## src/rtl/jpeg_cone_eval_scheduler.sv

```systemverilog
// Purpose : round-robin shares one combinational timing cone between two requesters;
//           drives a registered vector into the cone, waits SETTLE cycles, returns the sampled bit.
// Latency : accept at edge T -> cone_out sampled and rsp_valid high at edge T+SETTLE.
// Backpressure: rsp_ready low holds the response in RESP indefinitely; req_ready stays 0 meanwhile.
//
// Ports:
//   clk, rst_n              clock, asynchronous active-low reset
//   req_valid[1:0]          per-requester request valid
//   req_ready[1:0]          per-requester accept (one-hot or zero, only in IDLE)
//   req_vec0/1, req_tag0/1  per-requester cone input vector and tag
//   cone_in / cone_out      registered drive into the cone / cone result
//   rsp_valid/ready         response handshake; rsp_data, rsp_tag, rsp_src payload
//   busy                    high whenever not IDLE
//   done_cnt                completed responses, wraps modulo 2^CNT_W
module jpeg_cone_eval_scheduler #(
   parameter int IN_W   = 25,
   parameter int TAG_W  = 4,
   parameter int SETTLE = 2,
   parameter int CNT_W  = 16
) (
   input  logic             clk,
   input  logic             rst_n,
   input  logic [1:0]       req_valid,
   output logic [1:0]       req_ready,
   input  logic [IN_W-1:0]  req_vec0,
   input  logic [IN_W-1:0]  req_vec1,
   input  logic [TAG_W-1:0] req_tag0,
   input  logic [TAG_W-1:0] req_tag1,
   output logic [IN_W-1:0]  cone_in,
   input  logic             cone_out,
   output logic             rsp_valid,
   input  logic             rsp_ready,
   output logic             rsp_data,
   output logic [TAG_W-1:0] rsp_tag,
   output logic             rsp_src,
   output logic             busy,
   output logic [CNT_W-1:0] done_cnt
);

   // SETTLE is at most 15, so a 4-bit down-counter covers the whole range.
   localparam int SCW = 4;

   typedef enum logic [1:0] {
      S_IDLE,
      S_SETTLE,
      S_RESP
   } state_t;

   state_t           state;
   state_t           state_nxt;
   logic             ptr;
   logic [SCW-1:0]   cnt;
   logic [1:0]       grant;
   logic             accept;
   logic             acc_idx;

   // Grant: a lone requester wins; on contention the priority pointer decides.
   always_comb begin
      grant = 2'b00;
      case (req_valid)
         2'b01:   grant = 2'b01;
         2'b10:   grant = 2'b10;
         2'b11:   grant = ptr ? 2'b10 : 2'b01;
         default: grant = 2'b00;
      endcase
   end

   assign req_ready = (state == S_IDLE) ? grant : 2'b00;
   assign accept    = |(req_valid & req_ready);
   assign acc_idx   = req_ready[1];
   assign busy      = (state != S_IDLE);

   // Next-state logic.
   always_comb begin
      state_nxt = state;
      case (state)
         S_IDLE:   if (accept)                 state_nxt = S_SETTLE;
         S_SETTLE: if (cnt == '0)              state_nxt = S_RESP;
         S_RESP:   if (rsp_ready)              state_nxt = S_IDLE;
         default:                              state_nxt = S_IDLE;
      endcase
   end

   always_ff @(posedge clk or negedge rst_n) begin
      if (!rst_n) begin
         state <= S_IDLE;
      end else begin
         state <= state_nxt;
      end
   end

   // Datapath. cone_in is loaded only on accept so the cone input never glitches
   // while a result is settling or being held for the consumer.
   always_ff @(posedge clk or negedge rst_n) begin
      if (!rst_n) begin
         ptr       <= 1'b0;
         cnt       <= '0;
         cone_in   <= '0;
         rsp_valid <= 1'b0;
         rsp_data  <= 1'b0;
         rsp_tag   <= '0;
         rsp_src   <= 1'b0;
         done_cnt  <= '0;
      end else begin
         case (state)
            S_IDLE: begin
               if (accept) begin
                  cone_in <= acc_idx ? req_vec1 : req_vec0;
                  rsp_tag <= acc_idx ? req_tag1 : req_tag0;
                  rsp_src <= acc_idx;
                  cnt     <= SCW'(SETTLE - 1);
                  ptr     <= ~acc_idx;
               end
            end
            S_SETTLE: begin
               if (cnt != '0) begin
                  cnt <= cnt - SCW'(1);
               end else begin
                  rsp_data  <= cone_out;
                  rsp_valid <= 1'b1;
               end
            end
            S_RESP: begin
               if (rsp_ready) begin
                  rsp_valid <= 1'b0;
                  done_cnt  <= done_cnt + CNT_W'(1);
               end
            end
            default: ;
         endcase
      end
   end

endmodule

```

## config.mk

```make
export PLATFORM = sky130hd
export DESIGN_NAME = jpeg_cone_eval_scheduler
export DESIGN_NICKNAME = d
export VERILOG_FILES = /design/src/rtl/jpeg_cone_eval_scheduler.sv
export SDC_FILE = /design/constraint.sdc
export NUM_CORES = 1
export LEC_CHECK = 0
export BUFFER_PORTS_ARGS = -buffer_cell sky130_fd_sc_hd__buf_2
export CAP_MARGIN = 15
export CORE_ASPECT_RATIO = 1.2
export CORE_MARGIN = 5
export CORE_UTILIZATION = 25
export DETAILED_ROUTE_END_ITERATION = 8
export GPL_TIMING_DRIVEN = 0
export SLEW_MARGIN = 0
export SYNTH_ARGS = -nofsm -noshare
export SYNTH_HDL_FRONTEND = slang
export SYNTH_SLANG_ARGS = --single-unit
```

## constraint.sdc

```tcl
create_clock -name clk -period 5.1 [get_ports clk]
set_clock_uncertainty 0.1 [all_clocks]
set_input_delay 0.51 -clock clk [delete_from_list [all_inputs] [get_ports clk]]
set_output_delay 0.51 -clock clk [all_outputs]
set_load 0.01 [all_outputs]
```

After elaboration in Yosys (flattened, before gate mapping)

Cells that the tools add are included.

Register bits: 55
Input bits: 64
Output and inout bits: 51

Add/subtract/negate cells: 2
Eq/ne operators: 10
Mux-type cells: 15
Bitwise logic cells: 3
Reductions and logical operators: 13

Operators with widths:

| kind                    | number |
|---|---|
| $mux W25                | 1 |
| $add A16 B1 Y16 const B | 1 |
| $mux W4                 | 3 |
| $pmux W2 S3             | 2 |
| $mux W2                 | 5 |
| $ne A2 B2 Y1 const B    | 5 |
| $reduce_and A3 Y1       | 3 |
| $pmux W4 S2             | 1 |
| $eq A2 B2 Y1 const B    | 3 |
| $reduce_and A2 Y1       | 3 |
| $reduce_bool A2 Y1      | 3 |
| $eq A2 B1 Y1 const B    | 2 |
| $logic_not A4 Y1        | 1 |
| $reduce_bool A4 Y1      | 1 |
| $sub A4 B1 Y4 const B   | 1 |
| $and A2 B2 Y2           | 1 |
| $logic_not A2 Y1        | 1 |
| $mux W1                 | 2 |
| $not A1 Y1              | 2 |
| $pmux W1 S2             | 1 |
| $reduce_or A2 Y1        | 1 |

Logic depth before layout (Yosys ltp)

Gate-level depths: netlist of the first run.

Depth after elaboration: 7
Mapped depth: 6
Gate-level depth less buffers: 6

Least setup slack after synthesis of the first run

Ideal clock, no wire load.

Path kind: register to output
Start point: register state[1]
End point: output port req_ready[0]
Data arrival time: 1.319 ns
Data required time: 4.490 ns
Slack: 3.171 ns
Cell stages (with the launch flop): 5
Buffers on the path: 1
Path through: dfrtp_1 > nor2_1 > inv_2 > a211oi_4 > buf_2

Cells in the longest elaborated chain, start to end: 2

RTL lines:

| element                | RTL line | text |
|---|---|---|
| start, declared        | 49       | `state_t state;` |
| start signal, assigned | 88       | `state <= state_nxt;` |
| $logic_not A2 Y1       | 68       | `assign req_ready = (state == S_IDLE) ? grant : 2'b00;` |
| $mux W2                | 68       |  |
| end, declared          | 24       | `output logic [1:0] req_ready,` |

Every way passes these cells.

Worst setup path after layout of the first run

Ends and elaborated chain as after synthesis.

==> summary.md, run 1 <==
| Metric | Value |
|---|---|
| Worst R2R End | `cone_in[20]` |
| Worst-margin pin slew | `0.632 ns` |
| Setup crit start | `state[1]` |
| Leak | `1.80 nW` |
| Max rail drop VDD | `0.000207 V` |
| Nets | `437` |
| Via-to-Cell Ratio | `4.44` |
| Cell Area, Synth | `2450 um2` |
| CP Cell Sequence | `nor2_1 > inv_2 > a211oi_4 > buf_2 > buf_2` |
| Wire per inst | `13.1 um` |
| CP bufs+invs | `3` |
| Worst Path Max Fanout | `10` |
| Vias in the first global route | `2235` |
| Initial antenna violation count | `0` |
| Synthesized flop and latch total | `55` |
| Die H | `119 um` |
| Die Area | `11900 um2` |
| DRT antenna net count | `0` |
| Remaining DRCs | `0` |
| RD Place Congestion | `0.750` |
| Crit. End Element | `output port` |
| CTS root buf | `clkbuf_16` |
| Register share of total power | `0.413` |
| Row count | `39` |
| # diodes | `0` |
| Fin. Hold Viols | `0` |
| Largest delay share family, worst path | `buffers and inverters` |
| R2R depth | `6` |
| Area share of the largest cell type after synthesis | `0.561` |
| Synth area leaders | `dfrtp_1, nand2_1, a22oi_1` |
| Synth Warn # | `0` |
| Seq/Total Area, Yosys | `0.561` |
| Cell variety after synth | `38` |
| Post-synth EDFFs | `0` |
| Syn Nets | `315` |
| # IOs | `115` |
| RSZ-0062 raised after global routing | `false` |
| Synth cell count leaders | `nand2_1, dfrtp_1, nor2_1, a22oi_1, o21ai_0` |
| Via Count | `2195` |
| Grt total ovfl | `0` |
| Layout area overhead | `36.4%` |
| CTS tree | `yes` |
| Resize count post-CTS | `0` |
| Total negative slack | `0 ns` |
| Worst path required time | `4.49 ns` |
| Die Wd | `100 um` |
| Async S/R FF share, synth | `1.00` |
| Outcome | `finished, final reports clean` |
| Post-synth top area cell | `dfrtp_1` |
| DRT Pass-1 Iters | `4` |
| CP most frequent cell | `buf_2` |
| Sw Pwr | `633 uW` |
| Reg clk slew, reported paths | `0.07 ns` |
| Power Dens Cells | `500 nW/um2` |
| Worst reg2reg setup slack | `3.14 ns` |
| Largest net degree at the start of global routing | `31` |
| Design area | `3350 um2` |
| Most frequent cell after synthesis | `nand2_1` |
| Worst EP arrival | `2.05 ns` |
| Tmin final | `2.66 ns` |
| Layout cell share with drive strength beyond 1 | `0.361` |
| Starting Density | `0.257` |
| First-pass GRT wire length | `10800 um` |
| Largest stage delay, worst path | `0.47 ns` |
| Syn avg cell area | `9.89 um2` |
| DP Area | `3200 um2` |
| Worst-Skew Late Latency | `0.29 ns` |
| HP Class | `input pin to async pin` |
| Worst hold slack | `0.130 ns` |
| Max clock buf depth | `2` |
| Port Buffer Count | `114` |
| Cells after Synth | `248` |
| Setup crit start kind | `register` |
| Core box area | `9560 um2` |
| Switching share of power | `0.379` |
| Fin. max-slew vios | `0` |
| Final WL | `6450 um` |
| Initial DRC count | `89` |
| Post-CTS Setup Repair Bufs | `0` |
| Post-DP HPWL | `5020 um` |
| Worst r2r src | `state[1]` |
| Tot Pwr | `1.67 mW` |
| Clock power share | `0.209` |
| Combinational Power Share | `0.378` |
| CP Class | `register to output port` |
| Number of stages on the worst setup path | `5` |
| Crit share post-route | `0.522` |
| Max Clock Freq | `0.375 GHz` |
| Cts hold-fix bufs | `0` |
| Total CTS buffers | `5` |
| H-tree levels | `2` |
| Max Cap Violations | `0` |
| All-Layer GR Usage | `0.111` |
| Sink Count | `55` |
| Final setup fails | `0` |
| Worst slew margin | `0.579` |
| Synth Flop Type | `dfrtp_1` |
| Crit-path slowest cell | `a211oi_4` |
| CP endpoint | `req_ready[0]` |
| Pint | `1.04 mW` |
-- per-layer routing --
metal | vias up | global-route usage | routed length, um
met2 | 85 | 0.180 | 3030
li1 | 1077 | - | -
met1 | 1026 | 0.143 | 2750
met5 | - | 0 | 0
met3 | 7 | 0.0348 | 606
met4 | 0 | 0.0278 | 63
-- worst min path at each step --
stage	to	slack [ns]	cells past startpoint
final	rsp_data	0.13	1
after floorplan	cnt[0]	0.11	0
after detailed placement	cone_in[5]	0.35	2
after global routing	cone_in[22]	0.20	1
after global placement	cone_in[7]	0.35	2
after CTS	cone_in[18]	0.16	1
-- power by group through the flow --
stage / logic [mW] / clock network [mW] / registers, mW
after CTS: 0.650 / 0.360 / 0.694
after floorplan: 0.316 / 0 / 0.754
after detailed placement: 0.650 / 0 / 0.700
final: 0.632 / 0.349 / 0.691
after global routing: 0.722 / 0.379 / 0.713
after global placement: 0.632 / 0 / 0.697
-- final cells by class --
| type | count | area, um2 |
|---|---|---|
| Fill cell | 1034 | 6220 |
| Tap cell | 123 | 154 |
| Timing Repair Buffer | 115 | 591 |
| Clock inverter | 3 | 22.5 |
| Sequential cell | 55 | 1380 |
| Multi-Input combinational cell | 176 | 1000 |
| Clock buffer | 5 | 125 |
| Buffer | 10 | 48.8 |
| Inverter | 7 | 26.3 |
-- metrics by stage --
stage | setup slack, ns | util | std cells
after floorplan | 3.17 | - | 248
after global placement | 2.65 | 0.332 | 485
after detailed placement | 2.63 | 0.334 | 486
after CTS | 2.39 | 0.350 | 494
after global routing | 2.27 | 0.350 | 494
final | 2.44 | 0.350 | 494
-- flip-flops by register name, indices dropped and copies added (netlist names) --
register,count
cone_in,25
done_cnt,16
cnt,4
rsp_tag,4
state,2
ptr,1
rsp_data,1
rsp_src,1
rsp_valid,1
-- placed cells by master, fill, tap and decap left out, types with 2 or more instances in the layout --
cell / count
a22oi_1: 17
clkbuf_1: 5
nand2_1: 60
nor3_1: 2
inv_1: 6
nor2b_1: 2
nor2_1: 24
dfrtp_1: 55
o21ai_1: 2
xor2_1: 5
xnor2_1: 10
ha_1: 3
a21oi_1: 10
o21ai_0: 13
clkbuf_16: 5
buf_2: 117
mux2i_1: 4
nand3_1: 6
-- cells by family (layout without fill, tap and decap cells) --
group / after synthesis / in the layout / share of synthesized area
AO/OA/AOI/OAI: 47 / 47 / 0.123
flip-flops: 55 / 55 / 0.561
XOR/XNOR: 15 / 15 / 0.0535
multiplexers: 5 / 5 / 0.0209
AND/OR/NAND/NOR: 106 / 106 / 0.195
buffers and inverters: 17 / 140 / 0.0306
adder cells (fa/ha/maj): 3 / 3 / 0.0153
No activity file was read; power rests on OpenSTA's default activity.
==> run 2, diff against run 1 <==
- clock period: 5.1 -> 2.36 ns (I/O delays scaled with it)
==> summary.md, run 2 (synthesized netlist as in run 1, its figures left out) <==
| Metric | Value |
|---|---|
| DP Worst Slack | `0.265 ns (was 2.63 ns)` |
| Power Dens Cells | `1080 nW/um2 (was 500 nW/um2)` |
| Worst Path Max Fanout | `10 (unchanged)` |
| Fin. Hold Viols | `0 (unchanged)` |
| Final setup fails | `0 (unchanged)` |
| Most flops, register | `cone_in (unchanged)` |
| First-pass GRT wire length | `10800 um (about the same)` |
| RSZ-0062 raised after global routing | `false (unchanged)` |
| Worst R2R End | `cone_in[2] (was cone_in[20])` |
| Via Count | `2199 (was 2195)` |
| Max clock buf depth | `2 (unchanged)` |
| Max Clock Freq | `0.483 GHz` |
| Die Area | `11900 um2 (unchanged)` |
| Outcome | `finished, final reports clean (unchanged)` |
| Worst hold slack | `0.0571 ns (was 0.130 ns)` |
| Initial DRC count | `89 (unchanged)` |
| Grt total ovfl | `0 (unchanged)` |
| Worst reg2reg setup slack | `0.34 ns (was 3.14 ns)` |
| CP endpoint | `req_ready[0] (unchanged)` |
| Worst slew margin | `0.575 (was 0.579)` |
| Vias in the first global route | `2239 (was 2235)` |
| FILL cells | `1032 (was 1034)` |
| Max FFs per register | `25 (unchanged)` |
| Initial antenna violation count | `0 (unchanged)` |
| Sink Count | `55 (unchanged)` |
| Total negative slack | `0 ns (unchanged)` |
| Row count | `39 (unchanged)` |
| Final WL | `6470 um (was 6450 um)` |
| Nets | `438 (was 437)` |
| Starting Density | `0.257 (unchanged)` |
| Reg clk slew, reported paths | `0.08 ns (was 0.07 ns)` |
| Final worst slack | `0.287 ns (was 2.44 ns)` |
| CTS root buf | `clkbuf_16 (unchanged)` |
| DRT antenna net count | `0 (unchanged)` |
| Worst path required time | `2.02 ns (was 4.49 ns)` |
| Setup crit start kind | `register (unchanged)` |
| Via-to-Cell Ratio | `4.44 (about the same)` |
| Final core utilization | `0.351 (was 0.350)` |
| Post-DP HPWL | `5020 um (unchanged)` |
| CTS tree | `yes (unchanged)` |
| Wire per inst | `13.1 um (about the same)` |
| Footprint of the multi-input gates | `1000 um2 (unchanged)` |
| Max Cap Violations | `0 (unchanged)` |
| Layout cell share with drive strength beyond 1 | `0.363 (was 0.361)` |
| Layout area overhead | `36.9% (was 36.4%)` |
| Die H | `119 um (unchanged)` |
| Crit share post-route | `0.878` |
| Commonest non-fill, non-tap cell in the layout | `buf_2 (unchanged)` |
| Port Buffer Count | `114 (unchanged)` |
| Leak | `1.81 nW (was 1.80 nW)` |
| Setup crit start | `state[1] (unchanged)` |
| WHS Path Cells | `3` |
| Crit. End Element | `output port (unchanged)` |
| RD Place Congestion | `0.750 (unchanged)` |
| Largest regs | `cone_in: 25 flops, done_cnt: 16 flops (unchanged)` |
| DRT Pass-1 Iters | `4 (unchanged)` |
| H-tree levels | `2 (unchanged)` |
| Worst EP arrival | `1.74 ns (was 2.05 ns)` |
| Worst r2r src | `state[1] (unchanged)` |
| Largest net degree at the start of global routing | `31 (unchanged)` |
| Core box area | `9560 um2 (unchanged)` |
| Max rail drop VDD | `0.000422 V (was 0.000207 V)` |
| Total CTS buffers | `5 (unchanged)` |
| R2R depth | `6 (unchanged)` |
| Fin. max-slew vios | `0 (unchanged)` |
| Worst-margin pin slew | `0.637 ns (was 0.632 ns)` |
| Remaining DRCs | `0 (unchanged)` |
| Worst-Skew Late Latency | `0.29 ns (about the same)` |
| # diodes | `0 (unchanged)` |
| CP Class | `register to output port (unchanged)` |
| Commonest non-fill, non-tap cells in the layout | `buf_2, nand2_1, dfrtp_1 (unchanged)` |
| # IOs | `115 (unchanged)` |
| Tmin final | `2.07 ns` |
| HP Class | `input pin to register (was input pin to async pin)` |
| All-Layer GR Usage | `0.111 (about the same)` |
| Storage element area | `1380 um2 (unchanged)` |
| Die Wd | `100 um (unchanged)` |
## run 2: cell count changes in the layout (fill, tap and decap cells not counted)
cell,change
buf_1,-1
buf_4,+1
dlygate4sd3_1,+1
## run 2: worst min-delay path by stage
stage	from	to	slack, ns
floorplan	rst_n	cnt[0]	-0.16
global placement	cone_in[7]	cone_in[7]	0.35
detailed placement	rst_n	rsp_data	0.20
CTS	req_vec0[3]	cone_in[3]	0.05
global route	req_vec0[5]	cone_in[5]	0.06
finish	req_vec0[3]	cone_in[3]	0.06
## run 2: power breakdown
part	leakage [nW]	switching [mW]	internal [mW]
clock network	0.0742	0.356	0.398
logic	1.05	0.806	0.563
registers	0.686	0.209	1.28
## run 2: metal layers
metal,wire (um),track usage
met1,2760,0.143
met2,3040,0.178
met3,602,0.0359
met4,61,0.0286
met5,0,0
## run 2: layout make-up
| type | count | share of cell area |
|---|---|---|
| well taps | 123 | 0.0458 |
| plain buffers | 9 | 0.0134 |
| flip-flops and latches | 55 | 0.410 |
| clock inverters | 3 | 0.00670 |
| multi-input cells | 176 | 0.298 |
| clock buffers | 5 | 0.0372 |
| inverters | 7 | 0.00782 |
| repair buffers | 117 | 0.181 |
## run 2: critical path, stage by stage (launching register included)
cell	delay, ns
dfrtp_1	0.46
nor2_1	0.22
inv_2	0.09
a211oi_4	0.21
buf_2	0.28
buf_2	0.17
## run 2: timing repair
item / 4_1_cts / 5_1_grt
buffers inserted: 1 / 0
setup endpoints to repair: 2 / 0
resized for setup: 0 / 0
hold buffers: 1 / 0
endpoints found under the hold margin: 25 / 0
## run 2: per-stage QoR
step / total power [mW] / area, um2 / instances
final: 3.62 / 3360 / 495
after global routing: 3.92 / 3360 / 495
after CTS: 3.69 / 3360 / 495
after detailed placement: 2.92 / 3200 / 486
after global placement: 2.87 / 3180 / 485
after floorplan: 2.31 / 2450 / 248
